## src/rtl/vga_timing.sv

```systemverilog
// VGA raster timing generator: pixel/line counters with registered sync, blank and frame outputs.
// Optional macro SYNC_DELAY_EN adds a 2-cycle pipeline on hsync/vsync/blank only.
module vga_timing #(
  parameter int unsigned H_ACTIVE = 1024,
  parameter int unsigned H_FP     = 24,
  parameter int unsigned H_SYNC   = 136,
  parameter int unsigned H_BP     = 160,
  parameter int unsigned V_ACTIVE = 768,
  parameter int unsigned V_FP     = 3,
  parameter int unsigned V_SYNC   = 6,
  parameter int unsigned V_BP     = 29
) (
  input  logic        pixel_clk,
  input  logic        reset,
  output logic [10:0] hcount,
  output logic [9:0]  vcount,
  output logic        hsync,
  output logic        vsync,
  output logic        blank,
  output logic        frame_start,
  output logic [7:0]  frame_count
);

  localparam int unsigned H_TOTAL = H_ACTIVE + H_FP + H_SYNC + H_BP;
  localparam int unsigned V_TOTAL = V_ACTIVE + V_FP + V_SYNC + V_BP;

  localparam logic [10:0] H_LAST       = 11'(H_TOTAL - 1);
  localparam logic [10:0] H_VIS_END    = 11'(H_ACTIVE);
  localparam logic [10:0] H_SYNC_START = 11'(H_ACTIVE + H_FP);
  localparam logic [10:0] H_SYNC_END   = 11'(H_ACTIVE + H_FP + H_SYNC);
  localparam logic [9:0]  V_LAST       = 10'(V_TOTAL - 1);
  localparam logic [9:0]  V_VIS_END    = 10'(V_ACTIVE);
  localparam logic [9:0]  V_SYNC_START = 10'(V_ACTIVE + V_FP);
  localparam logic [9:0]  V_SYNC_END   = 10'(V_ACTIVE + V_FP + V_SYNC);

  logic [10:0] h_next;
  logic [9:0]  v_next;
  logic        h_wrap;
  logic        hsync_d, vsync_d, blank_d, frame_start_d;
  logic        hsync_r, vsync_r, blank_r;

  // Decode from the next counts so the registered flags line up with the registered counts.
  always_comb begin
    h_wrap = (hcount == H_LAST);
    h_next = h_wrap ? 11'd0 : hcount + 11'd1;
    v_next = vcount;
    if (h_wrap)
      v_next = (vcount == V_LAST) ? 10'd0 : vcount + 10'd1;

    hsync_d       = !((h_next >= H_SYNC_START) && (h_next < H_SYNC_END));
    vsync_d       = !((v_next >= V_SYNC_START) && (v_next < V_SYNC_END));
    blank_d       = (h_next >= H_VIS_END) || (v_next >= V_VIS_END);
    frame_start_d = (h_next == 11'd0) && (v_next == 10'd0);
  end

  // NOTE: non-blocking assignments keep every register sampling the pre-edge values.
  always_ff @(posedge pixel_clk or posedge reset) begin
    if (reset) begin
      hcount      <= 11'd0;
      vcount      <= 10'd0;
      hsync_r     <= 1'b1;
      vsync_r     <= 1'b1;
      blank_r     <= 1'b0;
      frame_start <= 1'b1;
      frame_count <= 8'd0;
    end else begin
      hcount      <= h_next;
      vcount      <= v_next;
      hsync_r     <= hsync_d;
      vsync_r     <= vsync_d;
      blank_r     <= blank_d;
      frame_start <= frame_start_d;
      if (frame_start_d)
        frame_count <= frame_count + 8'd1;
    end
  end

`ifdef SYNC_DELAY_EN
  // Two extra stages match the downstream sprite pipeline latency.
  logic [1:0] hsync_pipe, vsync_pipe, blank_pipe;

  always_ff @(posedge pixel_clk or posedge reset) begin
    if (reset) begin
      hsync_pipe <= 2'b11;
      vsync_pipe <= 2'b11;
      blank_pipe <= 2'b00;
    end else begin
      hsync_pipe <= {hsync_pipe[0], hsync_r};
      vsync_pipe <= {vsync_pipe[0], vsync_r};
      blank_pipe <= {blank_pipe[0], blank_r};
    end
  end

  assign hsync = hsync_pipe[1];
  assign vsync = vsync_pipe[1];
  assign blank = blank_pipe[1];
`else
  assign hsync = hsync_r;
  assign vsync = vsync_r;
  assign blank = blank_r;
`endif

endmodule
```

## config.mk

```make
export PLATFORM = sky130hd
export DESIGN_NAME = vga_timing
export DESIGN_NICKNAME = d
export VERILOG_FILES = /design/src/rtl/vga_timing.sv
export SDC_FILE = /design/constraint.sdc
export NUM_CORES = 1
export LEC_CHECK = 0
export CORE_UTILIZATION = 52
export DETAILED_ROUTE_END_ITERATION = 16
export PLACE_DENSITY = 0.78
export SETUP_SLACK_MARGIN = 0.1
export SYNTH_ARGS = -nofsm -noshare
export SYNTH_HDL_FRONTEND = slang
export SYNTH_SLANG_ARGS = --single-unit
```

## constraint.sdc

```tcl
create_clock -name pixel_clk -period 3.5 [get_ports pixel_clk]
set_input_delay 0.7 -clock pixel_clk [delete_from_list [all_inputs] [get_ports pixel_clk]]
set_output_delay 0.7 -clock pixel_clk [all_outputs]
set_load 0.01 [all_outputs]
```

Yosys cells after proc, flatten, opt, wreduce, memory -nomap -nowiden
Cells that the tools add are included.

Output and inout bits: 33. Flip-flop bits (word level): 33. Logic and storage cells: 29. Input bits: 2.

Muxes and demuxes: 3. Reduce and logical (&&, ||, !) cells: 8. Equal/unequal tests: 2. Add/subtract/negate cells: 3. Magnitude comparators: 6.

Operators with widths (number): greater-or-equal comparator 11 bit, second input constant (2); greater-or-equal comparator 10 bit, second input constant (2); two-way mux 10 bit (2); adder 11 x 1 -> 11 bit, second input constant (1); == test 11 bit, second input constant (1); logical NOT 11 bit (1); < comparator 11 bit, second input constant (1); two-way mux 11 bit (1); adder 10 x 1 -> 10 bit, second input constant (1); == test 10 bit, second input constant (1); logical NOT 10 bit (1); < comparator 10 bit, second input constant (1); adder 8 x 1 -> 8 bit, second input constant (1); logical AND 1 bit (3); logical NOT 1 bit (2); logical OR 1 bit (1).

Logic depth before layout (Yosys ltp)
Depth in word-level cells: 6. Gate-level depth with buffers: 11. Mapped depth without buffers: 9.

Worst setup path before layout
OpenSTA, ideal clock, no wires.

Path type: register to register. Start: reg hcount[0]. End: reg frame_count[3]. Setup slack: 0.725 ns. Arrival time: 2.696 ns. Stages on the path, launching flop included: 11. Path buffers: 2. Setup time: 0.079 ns. Clock period less this slack: 2.775 ns. Required time: 3.421 ns. Path through: dfrtp_1 ha_1 and4_4 buf_6 and4_4 buf_6 mux2_1 o22a_1 or3_4 nor4_1 xor2_1.

Longest elaborated chain between the ends: 4. Elaborated cells between the ends (all ways): 7.

Ends and longest elaborated chain: from (decl) (RTL line 15) `output logic [10:0] hcount,`; from (signal assigned) (RTL line 67) `hcount <= h_next;`; adder 11 x 1 -> 11 bit / == test 11 bit (equally long branches) (RTL line 45, 44); two-way mux 11 bit / two-way mux 10 bit (equally long branches) (RTL line 45, 47); logical NOT 11 bit / logical NOT 10 bit (equally long branches) (RTL line 53) `frame_start_d = (h_next == 11'd0) && (v_next == 10'd0);`; logical AND 1 bit (*) (RTL line 53); to (signal assigned) (RTL line 74) `frame_count <= frame_count + 8'd1;`; to (decl) (RTL line 21) `output logic [7:0] frame_count`.

Every way passes the cells marked *; elsewhere a longest branch is shown, timed or not. A chain may end at the register's enable or synchronous reset.

Worst setup path after layout
Ends and elaborated chain as after synthesis.

==> metrics.cfg <==
[status]
status=finished, final reports clean

[timing]
whs_ns=0.4840
finalHoldViolCount=0
maxSlewHeadroom=0.5865
period_share=0.8443
slew_viol_final=0
layout_min_cycle_time_ns=2.955
setup_ws_ns=0.5451
fmax_ghz=0.3384
setup-violations-final=0
setup_tns_ns=0
fin_skew_ns=0.005862
rsz0062_at_grt=false
worst_pin_slew_ns=0.6165

[critical_path]
timing.rr.start=hcount[0]$_DFF_PP0_
reg2reg_to=frame_count[3]$_DFFE_PP0P_
worstPathArrival_ns=3.15
cp.depth=8
cpPeakStageDelay_ns=0.44
cp.required_ns=3.70
crit_chain=ha_1 -> and4_4 -> and4_4 -> mux2_1 -> o22a_1 -> or3_4 -> nor4_1 -> xor2_1
crit_end=frame_count[3]$_DFFE_PP0P_
cp-start-kind=register
crit_fanout=19
crit_buf_inv=0
cpMostUsedCell=and4_4
critPathLaunch=hcount[0]$_DFF_PP0_
cp_top_family=simple AND/OR/NAND/NOR gates
rrSetupSlack_ns=0.55
critPathKind=register to register
endpoint_kind=register
r2r_cells=8
cp_slowest_cell=dfrtp_1

[synth]
yosys_warnings=0
syn_area_mm2=0.002078
synth_compound_area_frac=0.1343
seq_area_frac_synth=0.3992
synth.avg_cell_area_um2=9.447
synth_top_family_by_area=simple AND/OR/NAND/NOR gates
synth_seq_cells=33
synth_top_area_frac=0.3612
yosysTopAreaCell=dfrtp_1
synth_xor_xnor_area_share=0.07586
syn_inst=220
syn_nets=227
synth_edf_count=0
synth_cell_types=53
synthMuxAreaShare=0.02830
synthTopCellsByArea=dfrtp_1 36%, dfstp_2 3.8%, xnor2_1 3.8%, xor2_1 3.8%, o21ai_0 3.1%
synthSimpleGateAreaFrac=0.2715
async_reset_ff_frac=1.000
synth_fa_ha_area_frac=0.03010
synth_ff_type=dfrtp_1

[finish]
final_cells=296
drive_above_1_share=0.09274
stdcell_area_mm2=0.002480
nets=255
area_growth_pct=19.33
fill_cells=338
diodes=0

[detailed_routing]
ant_nets=0
drc_errors=0
drt_iter0_markers=120
via_count=1764
routed_wl_um=4478
post_drt_wl_per_cell_um=15.13
dr.pass1.iters=4
routed_via_density=5.959

[power_and_ir_drop]
p_leak_nw=1.008
p_int_uw=539.3
peakVddDrop_mv=0.2219
swShare=0.2004
power_frac_seq=0.566
switchingPower_uw=135.2
p_per_area_mw_per_mm2=272.0
comb_power_share=0.013
p_clk_frac=0.421

[clocking]
numCtsBuffers=5
insertion_delay_ns=0.28
htree_levels=2
cts.sink_count=33
cts-root-buf=clkbuf_8
clockBufferDepth=2
clkTransAtPathRegs_ns=0.06
postCtsSetupRepairBufs=0
postCtsHoldBufs=0
cts_tree=yes
cts_resized=0

[floorplan]
floorplan.initialDensity=0.5551
core-area_mm2=0.003744
pin_count=35
die_w_um=65.22
fp-row-count=22
floorplan.die_area_mm2=0.004254
fp.dieH_um=65.22

[grt]
grt_overflow_total=0
grt_pass1_wl_um=7603
grt_usage=0.2303
grt_max_degree=34
first_global_vias=1626
antenna_found_initial=0

[place]
post-place-ws_ns=0.5648
dpl.hpwl_um=3207
place_area_mm2=0.002394
gp_congestion=0.9025
port_buffers=34
dp_cells=289

[run]
drv_cap=0

[min_path]
hold_path_class=register to register

per-layer routing:
layer | wire length, um | share of wire | vias up | global-route usage
met5 | 0 | 0 | - | 0
met4 | 29 | 0.0065 | 0 | 0.05978
met3 | 257 | 0.057 | 6 | 0.07639
met2 | 2060 | 0.46 | 54 | 0.3544
met1 | 2130 | 0.48 | 839 | 0.3103
li1 | - | - | 865 | -
power groups by stage:
| stage | logic (mW) | registers, mW | clock network, mW |
|---|---|---|---|
| after global routing | 0.0106 | 0.381 | 0.310 |
| after detailed placement | 0.00956 | 0.389 | 0 |
| after global placement | 0.00956 | 0.389 | 0 |
| after floorplan | 0.00560 | 0.389 | 0 |
| after CTS | 0.00952 | 0.382 | 0.291 |
| final | 0.00871 | 0.382 | 0.284 |
area by class of cell:
class / count / area (um^2) / share of cell area
clock buffer: 7 / 86.33 / 0.03481
inverter: 9 / 33.78 / 0.01362
multi-input combinational: 164 / 1122 / 0.4526
sequential: 33 / 829.5 / 0.3345
tap: 48 / 60.06 / 0.02422
timing repair buffer: 35 / 347.8 / 0.1403
metrics by stage:
step | power [mW] | utilization
after detailed placement | 0.3981 | 0.6394
after CTS | 0.6822 | 0.6624
after global routing | 0.7015 | 0.6624
final | 0.6744 | 0.6624
after floorplan | 0.3941 | -
after global placement | 0.3981 | 0.6394
sequential cells by signal, summed over array words and instances, names as in the netlist:
name / count
vcount: 10
hsync: 1
hcount: 11
frame_start: 1
blank: 1
vsync: 1
frame_count: 8
cell usage in the layout, fill, tap and decap left out, types with 2 or more instances in the layout:
| cell type | count |
|---|---|
| or3_1 | 2 |
| clkdlybuf4s50_1 | 34 |
| a21oi_1 | 5 |
| a211oi_1 | 2 |
| nand4_1 | 8 |
| mux2_2 | 2 |
| nor3_1 | 7 |
| o21bai_1 | 2 |
| nand3_1 | 10 |
| o22ai_1 | 3 |
| and4_4 | 2 |
| o211ai_1 | 2 |
| xor2_1 | 9 |
| inv_1 | 9 |
| nor2_1 | 12 |
| ha_1 | 5 |
| a22oi_1 | 2 |
| or2_2 | 2 |
| clkbuf_8 | 6 |
| and2_1 | 3 |
| dfrtp_1 | 30 |
| a31oi_1 | 4 |
| nor4_1 | 6 |
| and4_1 | 4 |
| nor2b_1 | 2 |
| and3_1 | 2 |
| nand4b_1 | 4 |
| dfstp_2 | 3 |
| o21ai_0 | 13 |
| nand2_1 | 17 |
| nand2b_1 | 3 |
| nor4b_2 | 3 |
| xnor2_1 | 9 |
| nand3b_1 | 2 |
synthesized netlist by cell type, drive strengths merged, types with 3 or more instances:
master and n:
buf 10, o22ai 3, dfstp 3, mux2 4, nand2 17, xor2 9
nor4 6, or3 3, ha 5, nand4 8, nor3 7, nand2b 3
o21ai 13, and2 3, nand4b 4, nor2 12, inv 9, nand3 10
dfrtp 30, and4 6, nor4b 3, a31oi 4, xnor2 9, clkbuf 4
a21oi 5
logic make-up after synthesis:
logic type	count (synthesis)
xor gates and xnor gates	18
muxes	5
buffers and inverters	23
AOI/OAI and AO/OA	43
DFF	33
and+or+nand+nor	93
adders and majority gates	5
how the worst min path moves through the flow:
stage / slack [ns] / endpoint / cells past startpoint / from
after floorplan: 0.51 / frame_count[7]$_DFFE_PP0P_ / 1 / frame_count[7]$_DFFE_PP0P_
after global placement: 0.46 / frame_count[7]$_DFFE_PP0P_ / 1 / frame_count[7]$_DFFE_PP0P_
after global routing: 0.53 / frame_count[7]$_DFFE_PP0P_ / 1 / frame_count[7]$_DFFE_PP0P_
after detailed placement: 0.48 / frame_count[7]$_DFFE_PP0P_ / 1 / frame_count[7]$_DFFE_PP0P_
after CTS: 0.49 / frame_count[7]$_DFFE_PP0P_ / 1 / frame_count[7]$_DFFE_PP0P_
final: 0.48 / frame_count[7]$_DFFE_PP0P_ / 1 / frame_count[7]$_DFFE_PP0P_
No activity file was read; power rests on OpenSTA's default activity.
